## src/rtl/vram_cpu_port_if.sv

```systemverilog
// Z80-side bus bundle for the tile-RAM CPU port: decoded memory cycle in,
// read data, window select and WAIT back out.
interface vram_cpu_port_if;
    logic [15:0] cpu_addr;
    logic [7:0]  cpu_wdata;
    logic        cpu_mreq_n;
    logic        cpu_rd_n;
    logic        cpu_wr_n;
    logic [7:0]  cpu_rdata;
    logic        cpu_sel;
    logic        cpu_wait_n;

    modport master (
        output cpu_addr, cpu_wdata, cpu_mreq_n, cpu_rd_n, cpu_wr_n,
        input  cpu_rdata, cpu_sel, cpu_wait_n
    );

    modport slave (
        input  cpu_addr, cpu_wdata, cpu_mreq_n, cpu_rd_n, cpu_wr_n,
        output cpu_rdata, cpu_sel, cpu_wait_n
    );
endinterface

```

## src/rtl/vram_cpu_port.sv

```systemverilog
// CPU initiator for the tile RAM: turns Z80 cycles in the 1 KiB window into
// single-cycle rdn/wrn strobes, holding WAIT while the video side owns VRAM.
module vram_cpu_port #(
    parameter logic [15:0] BASE_ADDR = 16'h7400,
    parameter int unsigned TIMEOUT   = 4095
) (
    input  logic             clk,
    input  logic             rst_n,
    vram_cpu_port_if.slave   cpu,
    input  logic             i_cmpblk,
    input  logic             i_vram_busy,
    input  logic [7:0]       i_vram_rdata,
    output logic [9:0]       o_vram_addr,
    output logic [7:0]       o_vram_wdata,
    output logic             o_vram_rdn,
    output logic             o_vram_wrn,
    output logic             o_vram_ena,
    output logic             o_timeout_err
);

    localparam logic [15:0] TO_LIM = 16'(TIMEOUT);

    typedef enum logic [2:0] {
        S_IDLE,
        S_WAITW,
        S_ACCESS,
        S_CAPTURE,
        S_DONE
    } state_t;

    state_t      r_state;
    logic [15:0] r_cnt;
    logic        r_dir_wr;
    logic [9:0]  r_addr;
    logic [7:0]  r_wdata;
    logic [7:0]  r_rdata;
    logic        r_rdn;
    logic        r_wrn;
    logic        r_ena;
    logic        r_timeout;

    logic        w_sel;
    logic        w_req;
    logic        w_win;
    logic        w_wr;
    logic [15:0] w_cnt_inc;

    assign w_sel     = (cpu.cpu_addr[15:10] == BASE_ADDR[15:10]);
    assign w_req     = w_sel & ~cpu.cpu_mreq_n & (~cpu.cpu_rd_n | ~cpu.cpu_wr_n);
    assign w_wr      = ~cpu.cpu_wr_n;
    assign w_win     = i_cmpblk & ~i_vram_busy;
    assign w_cnt_inc = (r_cnt == 16'hFFFF) ? r_cnt : r_cnt + 16'd1;

    // Strobes are set on the edge that enters ACCESS and cleared on every
    // other edge, so they come straight from flops with no decode glitches.
    always_ff @(posedge clk) begin
        if (!rst_n) begin
            r_state   <= S_IDLE;
            r_cnt     <= 16'd0;
            r_dir_wr  <= 1'b0;
            r_addr    <= 10'd0;
            r_wdata   <= 8'd0;
            r_rdata   <= 8'h00;
            r_rdn     <= 1'b1;
            r_wrn     <= 1'b1;
            r_ena     <= 1'b0;
            r_timeout <= 1'b0;
        end else begin
            r_rdn <= 1'b1;
            r_wrn <= 1'b1;
            r_ena <= 1'b0;
            case (r_state)
                S_IDLE: begin
                    if (w_req) begin
                        r_addr   <= cpu.cpu_addr[9:0];
                        r_wdata  <= cpu.cpu_wdata;
                        r_dir_wr <= w_wr;
                        r_cnt    <= 16'd0;
                        if (w_win) begin
                            r_state <= S_ACCESS;
                            r_ena   <= 1'b1;
                            r_rdn   <= w_wr;
                            r_wrn   <= ~w_wr;
                        end else begin
                            r_state <= S_WAITW;
                        end
                    end
                end
                S_WAITW: begin
                    if (!w_req) begin
                        r_state <= S_IDLE;
                    end else begin
                        r_cnt <= w_cnt_inc;
                        if (w_win) begin
                            r_state <= S_ACCESS;
                            r_ena   <= 1'b1;
                            r_rdn   <= r_dir_wr;
                            r_wrn   <= ~r_dir_wr;
                        end else if (w_cnt_inc >= TO_LIM) begin
                            // Abandoned: a read returns FF, a write is dropped.
                            r_timeout <= 1'b1;
                            r_rdata   <= 8'hFF;
                            r_state   <= S_DONE;
                        end
                    end
                end
                S_ACCESS: begin
                    if (!w_req)
                        r_state <= S_IDLE;
                    else if (!i_cmpblk)
                        r_state <= S_WAITW;
                    else if (r_dir_wr)
                        r_state <= S_DONE;
                    else
                        r_state <= S_CAPTURE;
                end
                S_CAPTURE: begin
                    r_rdata <= i_vram_rdata;
                    r_state <= w_req ? S_DONE : S_IDLE;
                end
                S_DONE: begin
                    if (!w_req)
                        r_state <= S_IDLE;
                end
                default: r_state <= S_IDLE;
            endcase
        end
    end

    // WAIT must drop in the same cycle the request shows up, hence combinational.
    assign cpu.cpu_wait_n = ~(rst_n & w_req & (r_state != S_DONE));
    assign cpu.cpu_sel    = w_sel;
    assign cpu.cpu_rdata  = r_rdata;

    assign o_vram_addr    = r_addr;
    assign o_vram_wdata   = r_wdata;
    assign o_vram_rdn     = r_rdn;
    assign o_vram_wrn     = r_wrn;
    assign o_vram_ena     = r_ena;
    assign o_timeout_err  = r_timeout;

endmodule
```

## src/flat_wrapper.sv

```systemverilog
// flat-port wrapper written by rule: the top's interface ports become plain ports
module vram_cpu_port_flat 
#(
    parameter logic [15:0] BASE_ADDR = 16'h7400,
    parameter int unsigned TIMEOUT   = 4095
)
  (clk, rst_n, i_cmpblk, i_vram_busy, i_vram_rdata, o_vram_addr, o_vram_wdata, o_vram_rdn, o_vram_wrn, o_vram_ena, o_timeout_err, cpu_cpu_addr, cpu_cpu_wdata, cpu_cpu_mreq_n, cpu_cpu_rd_n, cpu_cpu_wr_n, cpu_cpu_rdata, cpu_cpu_sel, cpu_cpu_wait_n);
  vram_cpu_port_if cpu_i ();
  input  logic clk;
  input  logic rst_n;
  input  logic i_cmpblk;
  input  logic i_vram_busy;
  input  logic [7:0] i_vram_rdata;
  output logic [9:0] o_vram_addr;
  output logic [7:0] o_vram_wdata;
  output logic o_vram_rdn;
  output logic o_vram_wrn;
  output logic o_vram_ena;
  output logic o_timeout_err;
  input wire logic [$bits(cpu_i.cpu_addr)-1:0] cpu_cpu_addr;
  input wire logic [$bits(cpu_i.cpu_wdata)-1:0] cpu_cpu_wdata;
  input wire logic [$bits(cpu_i.cpu_mreq_n)-1:0] cpu_cpu_mreq_n;
  input wire logic [$bits(cpu_i.cpu_rd_n)-1:0] cpu_cpu_rd_n;
  input wire logic [$bits(cpu_i.cpu_wr_n)-1:0] cpu_cpu_wr_n;
  output wire logic [$bits(cpu_i.cpu_rdata)-1:0] cpu_cpu_rdata;
  output wire logic [$bits(cpu_i.cpu_sel)-1:0] cpu_cpu_sel;
  output wire logic [$bits(cpu_i.cpu_wait_n)-1:0] cpu_cpu_wait_n;
  assign cpu_i.cpu_addr = cpu_cpu_addr;
  assign cpu_i.cpu_wdata = cpu_cpu_wdata;
  assign cpu_i.cpu_mreq_n = cpu_cpu_mreq_n;
  assign cpu_i.cpu_rd_n = cpu_cpu_rd_n;
  assign cpu_i.cpu_wr_n = cpu_cpu_wr_n;
  assign cpu_cpu_rdata = cpu_i.cpu_rdata;
  assign cpu_cpu_sel = cpu_i.cpu_sel;
  assign cpu_cpu_wait_n = cpu_i.cpu_wait_n;
  vram_cpu_port #(.BASE_ADDR(BASE_ADDR), .TIMEOUT(TIMEOUT)) u_core (.clk(clk), .rst_n(rst_n), .cpu(cpu_i), .i_cmpblk(i_cmpblk), .i_vram_busy(i_vram_busy), .i_vram_rdata(i_vram_rdata), .o_vram_addr(o_vram_addr), .o_vram_wdata(o_vram_wdata), .o_vram_rdn(o_vram_rdn), .o_vram_wrn(o_vram_wrn), .o_vram_ena(o_vram_ena), .o_timeout_err(o_timeout_err));
endmodule
```

## config.mk

```make
export PLATFORM = sky130hd
export DESIGN_NAME = vram_cpu_port_flat
export DESIGN_NICKNAME = d
export VERILOG_FILES = /design/src/rtl/vram_cpu_port_if.sv /design/src/rtl/vram_cpu_port.sv /design/src/flat_wrapper.sv
export SDC_FILE = /design/constraint.sdc
export NUM_CORES = 1
export LEC_CHECK = 0
export CAP_MARGIN = 20
export CORE_UTILIZATION = 40
export DETAILED_ROUTE_END_ITERATION = 10
export PLACE_DENSITY = 0.75
export SYNTH_ARGS = -nofsm -noshare
export SYNTH_HDL_FRONTEND = slang
export SYNTH_SLANG_ARGS = --single-unit
```

## constraint.sdc

```tcl
create_clock -name clk -period 2.85 [get_ports clk]
set_input_delay 0.285 -clock clk [delete_from_list [all_inputs] [get_ports clk]]
set_output_delay 0.285 -clock clk [all_outputs]
set_load 0.1 [all_outputs]
```

==> results of run 1 <==
registers in the layout, indices dropped and copies added (netlist names):
register and flops:
u_core.r_state 3, u_core.r_cnt 16, u_core.o_vram_rdn 1, u_core.cpu.cpu_rdata 8, u_core.o_vram_addr 10, u_core.o_vram_wdata 8, u_core.o_timeout_err 1, u_core.r_dir_wr 1
u_core.o_vram_ena 1, u_core.o_vram_wrn 1
per-layer routing:
metal  vias to the layer above  wire [um]  global-route usage [%]  part of all wire, %
met4                         0         19                   4.286                 0.31
met2                        68       2872                   33.59                   46
met1                      1129       2957                   25.93                   48
met3                         2        359                   4.205                  5.8
li1                       1261          -                       -                    -
met5                         -          0                       0                    0
worst min-delay path by stage:
stage	endpoint	startpoint	slack, ns
4_1_cts	u_core.o_vram_addr[0]$_SDFFE_PN0P_	u_core.o_vram_addr[0]$_SDFFE_PN0P_	0.46
3_3_place_gp	u_core.o_vram_wdata[2]$_SDFFE_PN0P_	u_core.o_vram_wdata[2]$_SDFFE_PN0P_	0.44
3_5_place_dp	u_core.o_timeout_err$_SDFFE_PN0P_	u_core.o_timeout_err$_SDFFE_PN0P_	0.45
6_report	u_core.o_vram_addr[1]$_SDFFE_PN0P_	u_core.o_vram_addr[1]$_SDFFE_PN0P_	0.46
2_1_floorplan	u_core.r_dir_wr$_SDFFE_PN0P_	cpu_cpu_wr_n	0.38
5_1_grt	u_core.o_vram_addr[3]$_SDFFE_PN0P_	u_core.o_vram_addr[3]$_SDFFE_PN0P_	0.48
stage by stage:
stage	setup slack, ns	std cells	area [um^2]	hold WS [ns]	util (%)
6_report	0.2391	461	3258	0.4593	55.03
5_1_grt	0.009861	461	3258	0.4750	55.03
4_1_cts	0.1194	461	3253	0.4610	54.95
3_5_place_dp	0.1494	453	3158	0.4472	53.34
3_3_place_gp	0.2465	453	3158	0.4429	53.34
2_1_floorplan	0.3778	318	2447	0.3807	-
cells by family (layout without fill, tap and decap cells):
| logic type | count (synthesis) | in the layout | share of synthesized area, % |
|---|---|---|---|
| flops | 50 | 50 | 40.90 |
| xor+xnor | 2 | 2 | 0.7159 |
| compound gates | 91 | 91 | 23.21 |
| fa+ha+maj | 1 | 1 | 0.5112 |
| mux | 3 | 3 | 1.227 |
| simple gates | 146 | 146 | 28.68 |
| buf+inv | 25 | 93 | 4.754 |
layout make-up:
type                    count  area (um^2)  area share (%)
inverters                   5        18.77          0.5760
well taps                  75        93.84           2.880
clock inverters             2        12.51          0.3840
multi-input cells         243         1341           41.17
clock buffers               6        82.58           2.535
repair buffers             80        708.2           21.74
flip-flops and latches     50         1001           30.72
placed cells by master (no fill, tap or decap), types with 2 or more instances in the layout:
cell / Yosys / routed
and3_1: 5 / 5
clkdlybuf4s50_1: 0 / 38
nor3b_1: 2 / 2
nand2_1: 54 / 54
o311ai_0: 2 / 2
nand2b_1: 5 / 5
and4_1: 3 / 3
a21oi_2: 9 / 9
nand4_1: 3 / 3
dfxtp_1: 50 / 50
a31oi_1: 5 / 5
a22oi_1: 2 / 2
nor2b_1: 4 / 4
or4_1: 2 / 2
nor2_1: 30 / 29
inv_1: 4 / 4
a311oi_1: 3 / 3
a21oi_1: 36 / 36
a211oi_1: 4 / 4
nor3_1: 12 / 12
o21ai_0: 20 / 20
nor4_1: 4 / 3
clkbuf_8: 0 / 6
and2_1: 3 / 3
mux2i_1: 3 / 3
buf_4: 1 / 41
a211o_1: 2 / 2
nand3_1: 12 / 12
xnor2_1: 2 / 2
worst min-delay path, stage by stage (launching register included):
cell and delay (ns):
dfxtp_1 0.32, nand2_1 0.05, a21oi_1 0.05
power groups by stage:
stage	registers (W)	logic, W	clock network, W
floorplan	0.000723	0.0000229	0
global placement	0.000716	0.0000927	0
detailed placement	0.000716	0.0000926	0
CTS	0.000700	0.0000936	0.000442
global route	0.000700	0.000100	0.000472
finish	0.000700	0.0000935	0.000429
repair_timing:
item                                    in CTS  in global routing
gates resized for setup                      0                  3
endpoints found under the setup margin       0                 11
endpoints found under the hold margin        0                  0
hold buffers                                 0                  0
==> reports/results.ini, run 1 <==
[worst_hold_path]
hold_path_depth = 2
hold_path.class = flop to flop

[final_layout]
layout-drive-gt1-share_pct = 17.10
synthToLayoutAreaGrowth_pct = 33.13
n_antenna_cell = 0
nets = 425
fillCellCount = 564

[setup_path]
critical_path_buf_inv_count = 0
cp_top_family = simple AND/OR/NAND/NOR gates
setup.worst_path.class = flop to flop
r2r-start = u_core.r_cnt[0]$_SDFFE_PN0P_
cp-start-kind = flop
cp_num_cells = 8
arrival_ns = 2.85
crit_end = u_core.r_state[2]$_SDFFE_PN0P_
crit_slowest_cell = or4_4
reg2reg_to = u_core.r_state[2]$_SDFFE_PN0P_
endpoint_kind = flop
r2r_slack_ns = 0.24
rr_worst_depth = 8
crit_start = u_core.r_cnt[0]$_SDFFE_PN0P_
required_ns = 3.09
critPathMaxStageDelay_ns = 0.54
cp_cell_sequence = ha_2, nand4_1, nor3_1, o21bai_1, a211o_1, or4_4, a31oi_1, mux2i_1
critPathMaxFanout = 8

[logic_synthesis]
synth_area_leader_cell = dfxtp_1
ys_ff_latch = 50
syn_nets = 358
postSynthCellCount = 318
synthArstFlopShare_pct = 0
yosysSeqAreaShare_pct = 40.90
synth_top_area_share_pct = 40.90
synth_commonest_cells = nand2_1, dfxtp_1, a21oi_1
synth_area_leaders = dfxtp_1, nand2_1, a21oi_1
synth_warnings = 0
avgSynthCellArea_um2 = 7.696
synth.most_common_cell = nand2_1
synthesis.area_mm2 = 0.002447
ys_types = 49
synth_ff_type = dfxtp_1
synth_edf_count = 0

[run]
maxCapViolations = 0

[power]
power_w = 0.001222
combPwrFrac_pct = 7.6
p_seq_share_pct = 57.2
leakagePower_nw = 1.171
power_density_mw_per_mm2 = 375.2
ir_drop_uv = 288.1
power.share.clock_pct = 35.1
p_int_w = 0.0009493
swShare_pct = 22.34
p_switching_w = 0.0002732

[clock_network]
cts_tree = built
clock_latency_ns = 0.30
cts.path.max_buffers = 2
cts_max_level = 2
cts_sinks = 50
cts.reportedPaths.clkPinSlew_ns = 0.09
cts_buffers = 5
root_buffer = clkbuf_8
cts_post_setup_buffers_inserted = 0

[floorplan]
core_mm2 = 0.005921
rows = 28
die_y_um = 80.22
die_w_um = 80.22
initial_core_util_pct = 41.34
ios = 71
die-area_mm2 = 0.006435

[global_routing]
grt_antenna_before_repair = 0
grt_max_degree = 36
grt_pass1_wl_mm = 10.14
overflow = 0
track_usage_pct = 19.87
grt_pass1_vias = 2202

[detailed_routing]
wl_per_cell_um = 13.47
dr.pass1.iters = 5
num_vias = 2460
routed_via_density = 5.336
antenna_left = 0
wirelength_mm = 6.208
drt_iter0_drc = 161
drc_errors = 0

[sta]
setup-tns-final_ns = 0
rsz0062_at_grt = false
worstMarginPinSlew_ns = 0.4831
fin_crit_sh_pct = 91.61
fin_crit_ns = 2.611
finalHoldViolCount = 0
setup_violations = 0
max_freq_mhz = 383.0
maxSlewViolCount = 0
relSlewSlack_pct = 67.75
skew_ns = 0.006243

[placed_design]
place_hpwl_mm = 4.437
portBuffers = 70
gp_congestion = 0.8701

[run_status]
outcome = finished, final reports clean

Note: power is estimated with default switching activity, not from simulation.
==> run 2, diff against run 1 <==
- TNS_END_PERCENT: not set -> 1
==> results of run 2 <==
Final layout, timing and power as in run 1 (identical DEF).
==> run 3, diff against run 2 <==
- CORE_UTILIZATION: 40 -> 43
- PLACE_DENSITY: 0.75 -> 0.82
- clock period: 2.85 -> 2.4 ns (I/O delays scaled with it)
==> run 3 against run 2 <==
Effect of this change:
- sequential cell count is the same
- first-iteration DRC count is 1.2% higher
- worst setup slack lost 0.19 ns
- combinational power increased by 22%
- utilization rose by 8.8 points
- sequential share of layout area decreased by 2.2 points
- clock power is 40% higher
- critical endpoint is now u_core.o_timeout_err$_SDFFE_PN0P_
==> reports/results.ini, run 3 (synthesis gave the netlist of run 1 again) <==
[run_status]
outcome = finished, final reports clean  ; unchanged

[global_routing]
grt_max_degree = 36  ; unchanged
overflow = 0  ; unchanged
grt_antenna_before_repair = 0  ; unchanged
grt_pass1_wl_mm = 10.80  ; was 10.14 mm
grt_pass1_vias = 2433  ; was 2202
track_usage_pct = 22.14  ; was 19.87%

[clock_network]
clock_latency_ns = 0.30  ; about the same
cts.reportedPaths.clkPinSlew_ns = 0.09  ; about the same
holdBufCountCts = 0  ; unchanged
cts_post_setup_buffers_inserted = 0  ; unchanged
cts_max_level = 2  ; unchanged
root_buffer = clkbuf_8  ; unchanged
cts_tree = built  ; unchanged
cts.path.max_buffers = 2  ; unchanged
cts_sinks = 50  ; unchanged
cts_buffers = 5  ; unchanged

[detailed_routing]
routed_via_density = 5.494  ; was 5.336
wl_per_cell_um = 13.72  ; was 13.47 um
antenna_left = 0  ; unchanged
drt_iter0_drc = 163  ; was 161
dr.pass1.iters = 5  ; unchanged
num_vias = 2659  ; was 2460
wirelength_mm = 6.641  ; was 6.208 mm
drc_errors = 0  ; unchanged

[power]
power_density_mw_per_mm2 = 440.5  ; was 375.2 mW/mm^2
combPwrFrac_pct = 7.4  ; was 7.6%
leakagePower_nw = 1.327  ; was 1.171 nW
p_switching_w = 0.0003373  ; was 0.0002732 W
ir_drop_uv = 363.0  ; was 288.1 uV
power_w = 0.001547  ; was 0.001222 W
p_int_w = 0.001210  ; was 0.0009493 W
swShare_pct = 21.80  ; was 22.34%
power.share.clock_pct = 38.9  ; was 35.1%
p_seq_share_pct = 53.7  ; was 57.2%

[sta]
setup_violations = 0  ; unchanged
worstMarginPinSlew_ns = 0.5122  ; was 0.4831 ns
fin_crit_ns = 2.349  ; was 2.611 ns
finalHoldViolCount = 0  ; unchanged
max_freq_mhz = 425.7  ; was 383.0 MHz
maxSlewViolCount = 0  ; unchanged
fin_crit_sh_pct = 97.89  ; was 91.61%
rsz0062_at_grt = false  ; unchanged
skew_ns = 0.004704  ; was 0.006243 ns
relSlewSlack_pct = 65.80  ; was 67.75%

[setup_path]
arrival_ns = 2.60  ; was 2.85 ns
cp-start-kind = flop  ; unchanged
setup.worst_path.class = flop to flop  ; unchanged
crit_start = u_core.r_cnt[0]$_SDFFE_PN0P_  ; unchanged
endpoint_kind = flop  ; unchanged
required_ns = 2.65  ; was 3.09 ns
critPathMaxFanout = 9  ; was 8
r2r-start = u_core.r_cnt[0]$_SDFFE_PN0P_  ; unchanged

[final_layout]
largest-register = u_core.r_cnt  ; unchanged
n_antenna_cell = 0  ; unchanged
layout-drive-gt1-share_pct = 23.06  ; was 17.10%
synthToLayoutAreaGrowth_pct = 43.51  ; was 33.13%
nets = 451  ; was 425
largest_reg_flops = 16  ; unchanged
post-route-util_pct = 63.78  ; was 55.03%
layout_common_cells = buf_4, nand2_1, dfxtp_1  ; was nand2_1, dfxtp_1, buf_4
final_common_cell = buf_4  ; was nand2_1

[floorplan]
ios = 71  ; unchanged
core_mm2 = 0.005507  ; was 0.005921 mm^2
rows = 27  ; was 28
die-area_mm2 = 0.005997  ; was 0.006435 mm^2
die_y_um = 77.44  ; was 80.22 um
die_w_um = 77.44  ; was 80.22 um
initial_core_util_pct = 44.44  ; was 41.34%

[run]
maxCapViolations = 0  ; unchanged

[placed_design]
gp_congestion = 0.8769  ; was 0.8701
place_hpwl_mm = 4.701  ; was 4.437 mm
portBuffers = 70  ; unchanged

[worst_hold_path]
hold_path.class = flop to flop  ; unchanged
worstHoldStart = u_core.o_vram_addr[1]$_SDFFE_PN0P_  ; unchanged

## run 3: cell count changes in the layout (fill, tap and decap cells not counted), sizes merged
cell / previous run / this run
clkbuf: 6 / 5
clkinvlp: 1 / 0
bufinv: 0 / 1
inv: 4 / 5
buf: 42 / 68
## run 3: critical path: stages, from the launching register on
cell and delay [ns]:
dfxtp_2 0.36, buf_4 0.15, and4_1 0.26, and3b_1 0.18
o21bai_1 0.06, a211o_1 0.29, or4_4 0.56, a21bo_4 0.30
a21oi_2 0.13
## run 3: area by class of cell
type	count	area [um^2]
fill	464	1994
multi-input combinational	243	1371
sequential	50	1003
timing repair buffer	106	915.9
tap	72	90.09
clock buffer	5	68.82
clock inverter	3	43.79
inverter	5	18.77
## run 3: worst paths after layout
check / endpoint / slack (ns) / cells after the start
max: u_core.o_timeout_err$_SDFFE_PN0P_ / 0.05 / 8
min: u_core.o_vram_addr[1]$_SDFFE_PN0P_ / 0.46 / 2
max reg2reg: u_core.o_timeout_err$_SDFFE_PN0P_ / 0.05 / 8
min reg2reg: u_core.o_vram_addr[1]$_SDFFE_PN0P_ / 0.46 / 2
## run 3: power groups by stage
stage               clock network, W  registers, W  logic (W)
floorplan                          0      0.000858  0.0000272
finish                      0.000602      0.000831   0.000114
detailed placement                 0      0.000850   0.000113
CTS                         0.000602      0.000831   0.000114
global route                0.000642      0.000831   0.000122
global placement                   0      0.000850   0.000112
## run 3: metrics by stage
step / setup TNS, ns / setup WS, ns / std cells / hold WS (ns) / area (um^2)
final: 0 / 0.05065 / 484 / 0.4595 / 3512
after global routing: 0 / 0.002996 / 484 / 0.4700 / 3512
after CTS: 0 / 0.01013 / 484 / 0.4598 / 3485
after detailed placement: -0.6083 / -0.08648 / 476 / 0.4470 / 3363
after global placement: -0.3858 / -0.06073 / 476 / 0.4428 / 3363
after floorplan: 0 / 0.006323 / 318 / 0.3357 / 2449
## run 3: what timing repair did
action / CTS / global route
endpoints found under the setup margin: 11 / 11
pin swaps: 0 / 1
resized for setup: 3 / 5
## run 3: routing by layer
metal,part of all wire [%],GRT usage (%),vias up
met1,45,27.19,1217
met5,0,0,-
met2,47,39.12,117
li1,-,-,1314
met3,6.8,4.353,11
met4,1.3,6.038,0
